## src/rtl/s_term_uio_bridge.sv

```systemverilog
// rtl/s_term_uio_bridge.sv - south-terminal user-IO bridge between switch matrix and user pins
module s_term_uio_bridge #(
  parameter int                NUM_CH     = 20,
  parameter logic [NUM_CH-1:0] SAFE_VALUE = {NUM_CH{1'b0}}
) (
  input  logic                  UserCLK,
  input  logic                  UserRSTn,
  input  logic [NUM_CH-1:0]     UIN,
  output logic [NUM_CH-1:0]     FOUT,
  input  logic [NUM_CH-1:0]     FIN,
  output logic [NUM_CH-1:0]     UOUT,
  input  logic [2*NUM_CH-1:0]   IN_MODE,
  input  logic [NUM_CH-1:0]     OUT_MODE,
  input  logic                  ConfigBusy,
  input  logic [NUM_CH-1:0]     EdgeClr,
  output logic [NUM_CH-1:0]     EdgeFlags
);

  logic [NUM_CH-1:0] r1;
  logic [NUM_CH-1:0] s1;
  logic [NUM_CH-1:0] s2;
  logic [NUM_CH-1:0] s3;
  logic [NUM_CH-1:0] edge_q;
  logic [NUM_CH-1:0] o_q;
  logic [NUM_CH-1:0] rise;

  // Rising edge as seen after the 2-flop synchroniser; shared by mode 11 and the sticky flags.
  assign rise = s2 & ~s3;

  // Inbound capture chain; runs in every mode so a mode change needs no warm-up.
  always_ff @(posedge UserCLK or negedge UserRSTn) begin
    if (!UserRSTn) begin
      r1 <= '0;
      s1 <= '0;
      s2 <= '0;
      s3 <= '0;
    end else begin
      r1 <= UIN;
      s1 <= UIN;
      s2 <= s1;
      s3 <= s2;
    end
  end

  // Sticky edge flags: a new edge beats a simultaneous clear.
  always_ff @(posedge UserCLK or negedge UserRSTn) begin
    if (!UserRSTn) begin
      edge_q <= '0;
    end else begin
      edge_q <= (edge_q & ~EdgeClr) | rise;
    end
  end

  // Outbound register loads the safe value while configuration is running.
  always_ff @(posedge UserCLK or negedge UserRSTn) begin
    if (!UserRSTn) begin
      o_q <= SAFE_VALUE;
    end else begin
      o_q <= ConfigBusy ? SAFE_VALUE : FIN;
    end
  end

  // Per-channel inbound result selection.
  always_comb begin
    FOUT = '0;
    for (int i = 0; i < NUM_CH; i++) begin
      case (IN_MODE[2*i +: 2])
        2'b00:   FOUT[i] = UIN[i];
        2'b01:   FOUT[i] = r1[i];
        2'b10:   FOUT[i] = s2[i];
        default: FOUT[i] = rise[i];
      endcase
    end
  end

  // Outbound selection; reset and ConfigBusy force the safe value with no delay.
  always_comb begin
    UOUT = (OUT_MODE & o_q) | (~OUT_MODE & FIN);
    if (!UserRSTn || ConfigBusy) begin
      UOUT = SAFE_VALUE;
    end
  end

  assign EdgeFlags = edge_q;

endmodule

```

## config.mk

```make
export PLATFORM = sky130hd
export DESIGN_NAME = s_term_uio_bridge
export DESIGN_NICKNAME = d
export VERILOG_FILES = /design/src/rtl/s_term_uio_bridge.sv
export SDC_FILE = /design/constraint.sdc
export NUM_CORES = 1
export LEC_CHECK = 0
export ABC_CLOCK_PERIOD_IN_PS = 2070
export BUFFER_PORTS_ARGS = -buffer_cell sky130_fd_sc_hd__buf_2
export CAP_MARGIN = 5
export CORE_UTILIZATION = 49
export CTS_CLUSTER_DIAMETER = 200
export DETAILED_ROUTE_END_ITERATION = 10
export GPL_TIMING_DRIVEN = 0
export PLACE_DENSITY = 0.88
export SLEW_MARGIN = 10
export SYNTH_ARGS = -nofsm -noshare
export SYNTH_HDL_FRONTEND = slang
export SYNTH_SLANG_ARGS = --single-unit
```

## constraint.sdc

```tcl
create_clock -name UserCLK -period 2.07 [get_ports UserCLK]
set_input_delay 0.5175 -clock UserCLK [delete_from_list [all_inputs] [get_ports UserCLK]]
set_output_delay 0.5175 -clock UserCLK [all_outputs]
set_load 0.03 [all_outputs]
```

# Word-level counts from Yosys, hierarchy flattened
# Cells that the tools add are included.
# classes
n_addsub,0
n_mul,0
div_mod_pow,0
magnitude_cmp,0
n_eq_ne,40
n_shift,0
mux,22
bitwise_logic,9
reduce_logical,22
# op_table
op,count
$and 20x20->20,4
$not 20->20,3
$pmux 1 s3,20
$eq 2x1->1 const B,20
$eq 2x2->1 const B,20
$logic_not 2->1,20
$mux 20,2
$or 20x20->20,2
$logic_not 1->1,1
$logic_or 1x1->1,1
# totals
regBits,100
latchBits,0
ram_bits,0
romBits,0
inputBits,123
out_inout_bits,60
elab_cells,98
memories,0

# Depth between registers and ports, before layout
# Gate-level depths: netlist (run 1).
# logic_depth
depth_word,4
depth_mapped,3
depth_no_buf,2

# Least setup slack after synthesis (run 1)
# Ideal clock, no wire load.
# synth_path
path_type,input to output
from,input IN_MODE[1]
to,output FOUT[0]
arrival_ns,1.476
required_time_ns,1.553
path_slack_ns,0.077
stages,2
path_buffers,0
path_cell_list,nand2b_1 > a311oi_1
# synth_between
elab_chain_cells,2
elab_cells_between_ends,4
classes_between,2 x eq/ne; 1 x mux; 1 x reduce/logical
# synth_rtl
item,line,source
from (decl),12,"input logic [2*NUM_CH-1:0] IN_MODE,"
$eq 2x2->1 (tied with other cells),67,case (IN_MODE[2*i +: 2])
$pmux 1 s3 *,67,
to (decl),9,"output logic [NUM_CH-1:0] FOUT,"
# Mark *: on every way between the ends. The rest lies on a longest branch, timed or not.

# Worst setup path after layout (run 1)
# layout_path
from,register s3[1]
to,output FOUT[1]
# layout_between
elab_chain_cells,3
# layout_rtl
item,line,source
from (decl),22,logic [NUM_CH-1:0] s3;
from (signal assigned),36,s3 <= '0;
from (signal assigned),41,s3 <= s2;
$not 20->20,28,assign rise = s2 & ~s3;
$and 20x20->20,28,
$pmux 1 s3,67,
# No other way between the ends.

==> results.py, run 1 <==
metrics = {
    "routing": {
        "wl_um": 8110,
        "drtIter0Drc": 148,
        "drc": 0,
        "drtAntennaViolNets": 0,
        "vias": 2822,
        "wl_per_cell_um": 13.8,
        "vias_per_cell": 4.78,
        "dr.pass1.iters": 4,
    },
    "synth": {
        "avgSynthCellArea_um2": 13.2,
        "syn_nets": 412,
        "synth_top_area_share_pct": 65.6,
        "synth_top_cell_by_area": "dfrtp_1",
        "netlist-cell-type-count": 12,
        "synth_cells": 289,
        "synth_area_um2": 3810,
        "yosys_warnings": 0,
        "seq_area_frac_synth_pct": 65.6,
        "synth_seq_cells": 100,
        "synth_area_leaders": "dfrtp_1 66%, mux2i_1 15%, a21bo_2 4.7%, inv_1 3.9%, nor2b_1 3.3%",
    },
    "placed_design": {
        "placed_cell_area_um2": 4880,
        "place_hpwl_um": 6250,
        "dpl.cell_count": 571,
        "gp_congestion": 0.734,
        "portBuffers": 182,
    },
    "floorplanning": {
        "ios": 183,
        "initial_core_util_pct": 51.8,
        "chipWidth_um": 90.2,
        "coreArea_um2": 7370,
        "die_h_um": 90.2,
        "die-area_um2": 8140,
        "std_cell_rows": 31,
    },
    "finish": {
        "layout-drive-gt1-share_pct": 45.0,
        "register_area_um2": 2500,
        "layout_common_cells": "185 x buf_2, 100 x dfrtp_1, 56 x mux2i_1",
        "final_core_util_pct": 69.3,
        "final_common_cell": "buf_2",
        "nFillCells": 544,
        "final_cells": 590,
        "multiInputGateArea_um2": 1140,
        "fin_nets": 609,
        "syn2layout_area_growth_pct": 33.9,
        "fin_area_um2": 5110,
        "n_antenna_cell": 0,
    },
    "timing": {
        "slew_headroom_pct": 56.3,
        "slew_violations": 0,
        "finalHoldViolations": 0,
        "skew_ps": 11.9,
        "finalSetupViolations": 0,
        "worst_slew_pin_slew_ps": 654,
        "period_needed_ps": 1960,
        "rsz0062_at_grt": "false",
        "fin_crit_sh_pct": 94.9,
        "fmax_mhz": 509,
        "hold_ws_ps": 168,
    },
    "setup_path": {
        "critPathTopFamily": "flip-flops",
        "cp-end-kind": "output pin",
        "cp_num_cells": 3,
        "cp-start-kind": "register",
        "crit_slowest_cell": "dfrtp_1",
        "r2r_cells": 2,
        "critPathMaxFanout": 2,
        "arrival_ps": 1450,
        "cp.buffers_inverters": 1,
        "max_stage_delay_ps": 390,
        "crit_chain": "nand2b_1, a311oi_1, buf_2",
        "path_class": "register to output pin",
        "crit_required_ps": 1550,
    },
    "global_route": {
        "grt_pass1_wl_um": 12800,
        "grt_antenna_before_repair": 0,
        "overflow": 0,
        "grt_max_degree": 72,
        "grt_pass1_vias": 2894,
        "grt.total_usage_pct": 19.9,
    },
    "cts": {
        "htreeDepth": 3,
        "clk_pin_slew_ps": 100,
        "cts.path.max_buffers": 2,
        "cts_tree": "built",
        "clk_latency_ps": 340,
        "clock_sinks": 100,
        "root_buffer": "clkbuf_8",
        "cts_made_buffers": 9,
    },
    "hold_path": {
        "min_path_type": "input pin to async pin",
    },
    "flow_run": {
        "max_cap_viol_count": 0,
    },
    "power": {
        "ir_worst_vdd_v": 0.000507,
        "p_per_area_nw_per_um2": 779,
        "power_uw": 3980,
        "p_leak_uw": 0.00282,
    },
    "outcome": {
        "run_status": "finished clean",
    },
}
-- cell usage after synthesis --
library cell	instances
mux2i_1	56
nor2_1	20
nor2b_2	2
inv_1	40
nand2b_1	5
dfrtp_1	100
nor2b_1	20
o22ai_1	20
nor3_1	2
a311oi_1	2
a21bo_2	18
buf_2	4
-- power by group --
part	internal [µW]	switching (µW)	total [µW]
registers	2070	59.3	2130
logic	273	395	669
clock network	565	621	1190
-- stage by stage --
stage | setup WS [ps] | TNS, ps
2_1_floorplan | 76.6 | 0
3_3_place_gp | -1340 | -63950
3_5_place_dp | -63.0 | -214
6_report | 106 | 0
4_1_cts | 52.4 | 0
5_1_grt | 38.1 | 0
-- flip-flops by register name, indices dropped and copies added, names as in the netlist --
name       flops
s3            20
s1            20
s2            20
o_q           20
EdgeFlags     20
-- worst paths after layout --
kind	endpoint	slack [ps]	start
max	FOUT[1]	110	s3[1]
min	EdgeFlags[13]	170	UserRSTn
max reg2reg	EdgeFlags[11]	1390	s2[11]
min reg2reg	s2[15]	380	s1[15]
max in group asynchronous	o_q[11]	880	UserRSTn
min in group UserCLK	s1[19]	290	UIN[19]
-- layout make-up --
cell class	count	area share (%)
Clock inverter	5	1.18
Multi-Input combinational cell	145	22.4
Buffer	4	0.392
Inverter	40	2.94
Timing Repair Buffer	186	19.2
Tap cell	99	2.42
Clock buffer	11	2.57
Sequential cell	100	49.0
-- metal layers --
metal | track usage, % | share of wire (%)
met1 | 22.2 | 39
met2 | 34.9 | 52
met3 | 8.29 | 8.1
met4 | 5.51 | 0.70
met5 | 0 | 0
-- cell families after synthesis --
kind of cell,Yosys count,share of synthesized area (%)
AO/OA/AOI/OAI,40,8.46
multiplexers,56,14.7
AND/OR/NAND/NOR,49,6.79
flip-flops,100,65.6
buffers and inverters,44,4.46
-- timing repair --
action	4_1_cts	5_1_grt
endpoints found under the setup margin	7	8
gates resized for setup	1	1
endpoints found under the hold margin	0	5
hold buffers	0	3
buffers inserted	0	0
Power figures use the tool's default switching activity.
==> run 2, diff against run 1 <==
--- a/config.mk
+++ b/config.mk
@@ -18,2 +18,3 @@
 export SYNTH_HDL_FRONTEND = slang
 export SYNTH_SLANG_ARGS = --single-unit
+export TNS_END_PERCENT = 5
==> constraint.sdc (replaced) <==
create_clock -name UserCLK -period 2.07 [get_ports UserCLK]
set_input_delay 0.5175 -clock UserCLK [delete_from_list [all_inputs] [get_ports UserCLK]]
set_output_delay 0.5175 -clock UserCLK [all_outputs]
set_load 0.01 [all_outputs]
==> run 2 against run 1 <==
  * Non-clock buffer count is 3 lower
  * Fmax is 1.8% higher
  * Wire length is 3.8% lower
  * Die area stayed put
  * Clock-buffer cell count stayed put
  * Worst setup slack better by 36 ps
  * First-iteration DRC count is 16% lower
  * Global-route usage hardly changed
  * Combinational power is 22% lower
  * Largest cell class unchanged
==> results.py, run 2 (same netlist as run 1, synthesis figures left out) <==
metrics = {
    "setup_path": {
        "critPathMaxFanout": 31,
        "rr_startpoint": "s2[11]",
        "crit_required_ps": 1550,
        "startpoint": "UserRSTn",
        "cp-start-kind": "input pin",
        "arrival_ps": 1410,
        "path_class": "input pin to output pin",
        "cp-end-kind": "output pin",
    },
    "cts": {
        "cts.path.max_buffers": 2,
        "post_cts_buffers": 0,
        "cts_tree": "built",
        "clock_sinks": 100,
        "cts_made_buffers": 9,
        "root_buffer": "clkbuf_8",
        "clk_latency_ps": 340,
        "clk_pin_slew_ps": 90,
        "htreeDepth": 3,
    },
    "finish": {
        "fin_nets": 606,
        "final_cells": 587,
        "fin_area_um2": 5070,
        "n_antenna_cell": 0,
        "syn2layout_area_growth_pct": 33.0,
        "final_common_cell": "buf_2",
        "layout-drive-gt1-share_pct": 45.3,
        "layout_common_cells": "185 x buf_2, 100 x dfrtp_1, 56 x mux2i_1",
    },
    "routing": {
        "wl_um": 7810,
        "drc": 0,
        "drtIter0Drc": 125,
        "drtAntennaViolNets": 0,
        "vias_per_cell": 4.78,
        "dr.pass1.iters": 4,
        "wl_per_cell_um": 13.3,
        "vias": 2806,
    },
    "timing": {
        "finalHoldViolations": 0,
        "rsz0062_at_grt": "false",
        "finalSetupViolations": 0,
        "fin_crit_sh_pct": 93.1,
        "period_needed_ps": 1930,
        "slew_violations": 0,
        "skew_ps": 10.5,
        "fmax_mhz": 519,
        "worst_slew_pin_slew_ps": 341,
        "slew_headroom_pct": 77.3,
    },
    "global_route": {
        "grt.total_usage_pct": 19.9,
        "grt_max_degree": 72,
        "overflow": 0,
        "grt_antenna_before_repair": 0,
        "grt_pass1_wl_um": 12800,
        "grt_pass1_vias": 2891,
    },
    "power": {
        "p_leak_uw": 0.00281,
        "ir_worst_vdd_v": 0.000506,
        "power_uw": 3830,
        "p_per_area_nw_per_um2": 756,
    },
    "placed_design": {
        "placed_cell_area_um2": 4880,
        "gp_congestion": 0.734,
        "place_hpwl_um": 6250,
        "dpl.cell_count": 571,
        "portBuffers": 182,
    },
    "floorplanning": {
        "chipWidth_um": 90.2,
        "die-area_um2": 8140,
        "coreArea_um2": 7370,
        "die_h_um": 90.2,
        "ios": 183,
        "initial_core_util_pct": 51.8,
        "std_cell_rows": 31,
    },
    "outcome": {
        "run_status": "finished clean",
    },
    "flow_run": {
        "max_cap_viol_count": 0,
    },
    "hold_path": {
        "min_path_type": "input pin to async pin",
    },
}
## run 2: changes by cell type in the layout (fill, tap and decap cells not counted), sizes merged
| cell | change |
|---|---|
| dlygate4sd3 | -3 |
## run 2: report_power, final
part	internal [µW]	switching (µW)
logic	267	254
registers	2070	58.5
clock network	565	624
total	2900	937
## run 2: critical path: stages
cell      delay, ps
buf_6           250
nand2b_1        110
buf_2           190
nor2_1          160
buf_2           160
## run 2: final cells by class
| class | instances | area, µm² |
|---|---|---|
| inverter | 40 | 150 |
| sequential | 100 | 2500 |
| multi-input combinational | 145 | 1140 |
| clock buffer | 11 | 131 |
| timing repair buffer | 183 | 945 |
| fill | 552 | 2290 |
| tap | 99 | 124 |
| clock inverter | 5 | 60.1 |
| buffer | 4 | 20.0 |
## run 2: repair_timing
action | CTS | global route
hold buffers | 0 | 0
gates resized for setup | 0 | 1
endpoints found under the setup margin | 0 | 20
## run 2: through the flow
stage	TNS (ps)	hold slack [ps]	utilization [%]	setup slack [ps]
after CTS	0	91.8	68.8	2.63
after global placement	-62610	354	65.8	-1280
after global routing	0	24.3	68.9	17.1
final	0	40.4	68.9	142
after detailed placement	0	363	66.2	3.86
after floorplan	0	222	-	512
## run 2: layer usage
| metal | share of wire, % | vias to the layer above | GRT usage [%] |
|---|---|---|---|
| li1 | - | 1349 | - |
| met1 | 39 | 1321 | 22.2 |
| met2 | 52 | 130 | 34.8 |
| met3 | 8.7 | 6 | 8.29 |
| met4 | 0.73 | 0 | 5.51 |
| met5 | 0 | - | 0 |
## run 2: final timing paths
path,endpoint,slack [ps],cells after the start
worst max-delay path,UOUT[9],140,5
worst min-delay path,s2[14],40,1
worst max register to register,EdgeFlags[11],1390,2
worst min register to register,s2[15],380,0
max in group asynchronous,s1[6],1410,2
min in group UserCLK,s1[19],290,1
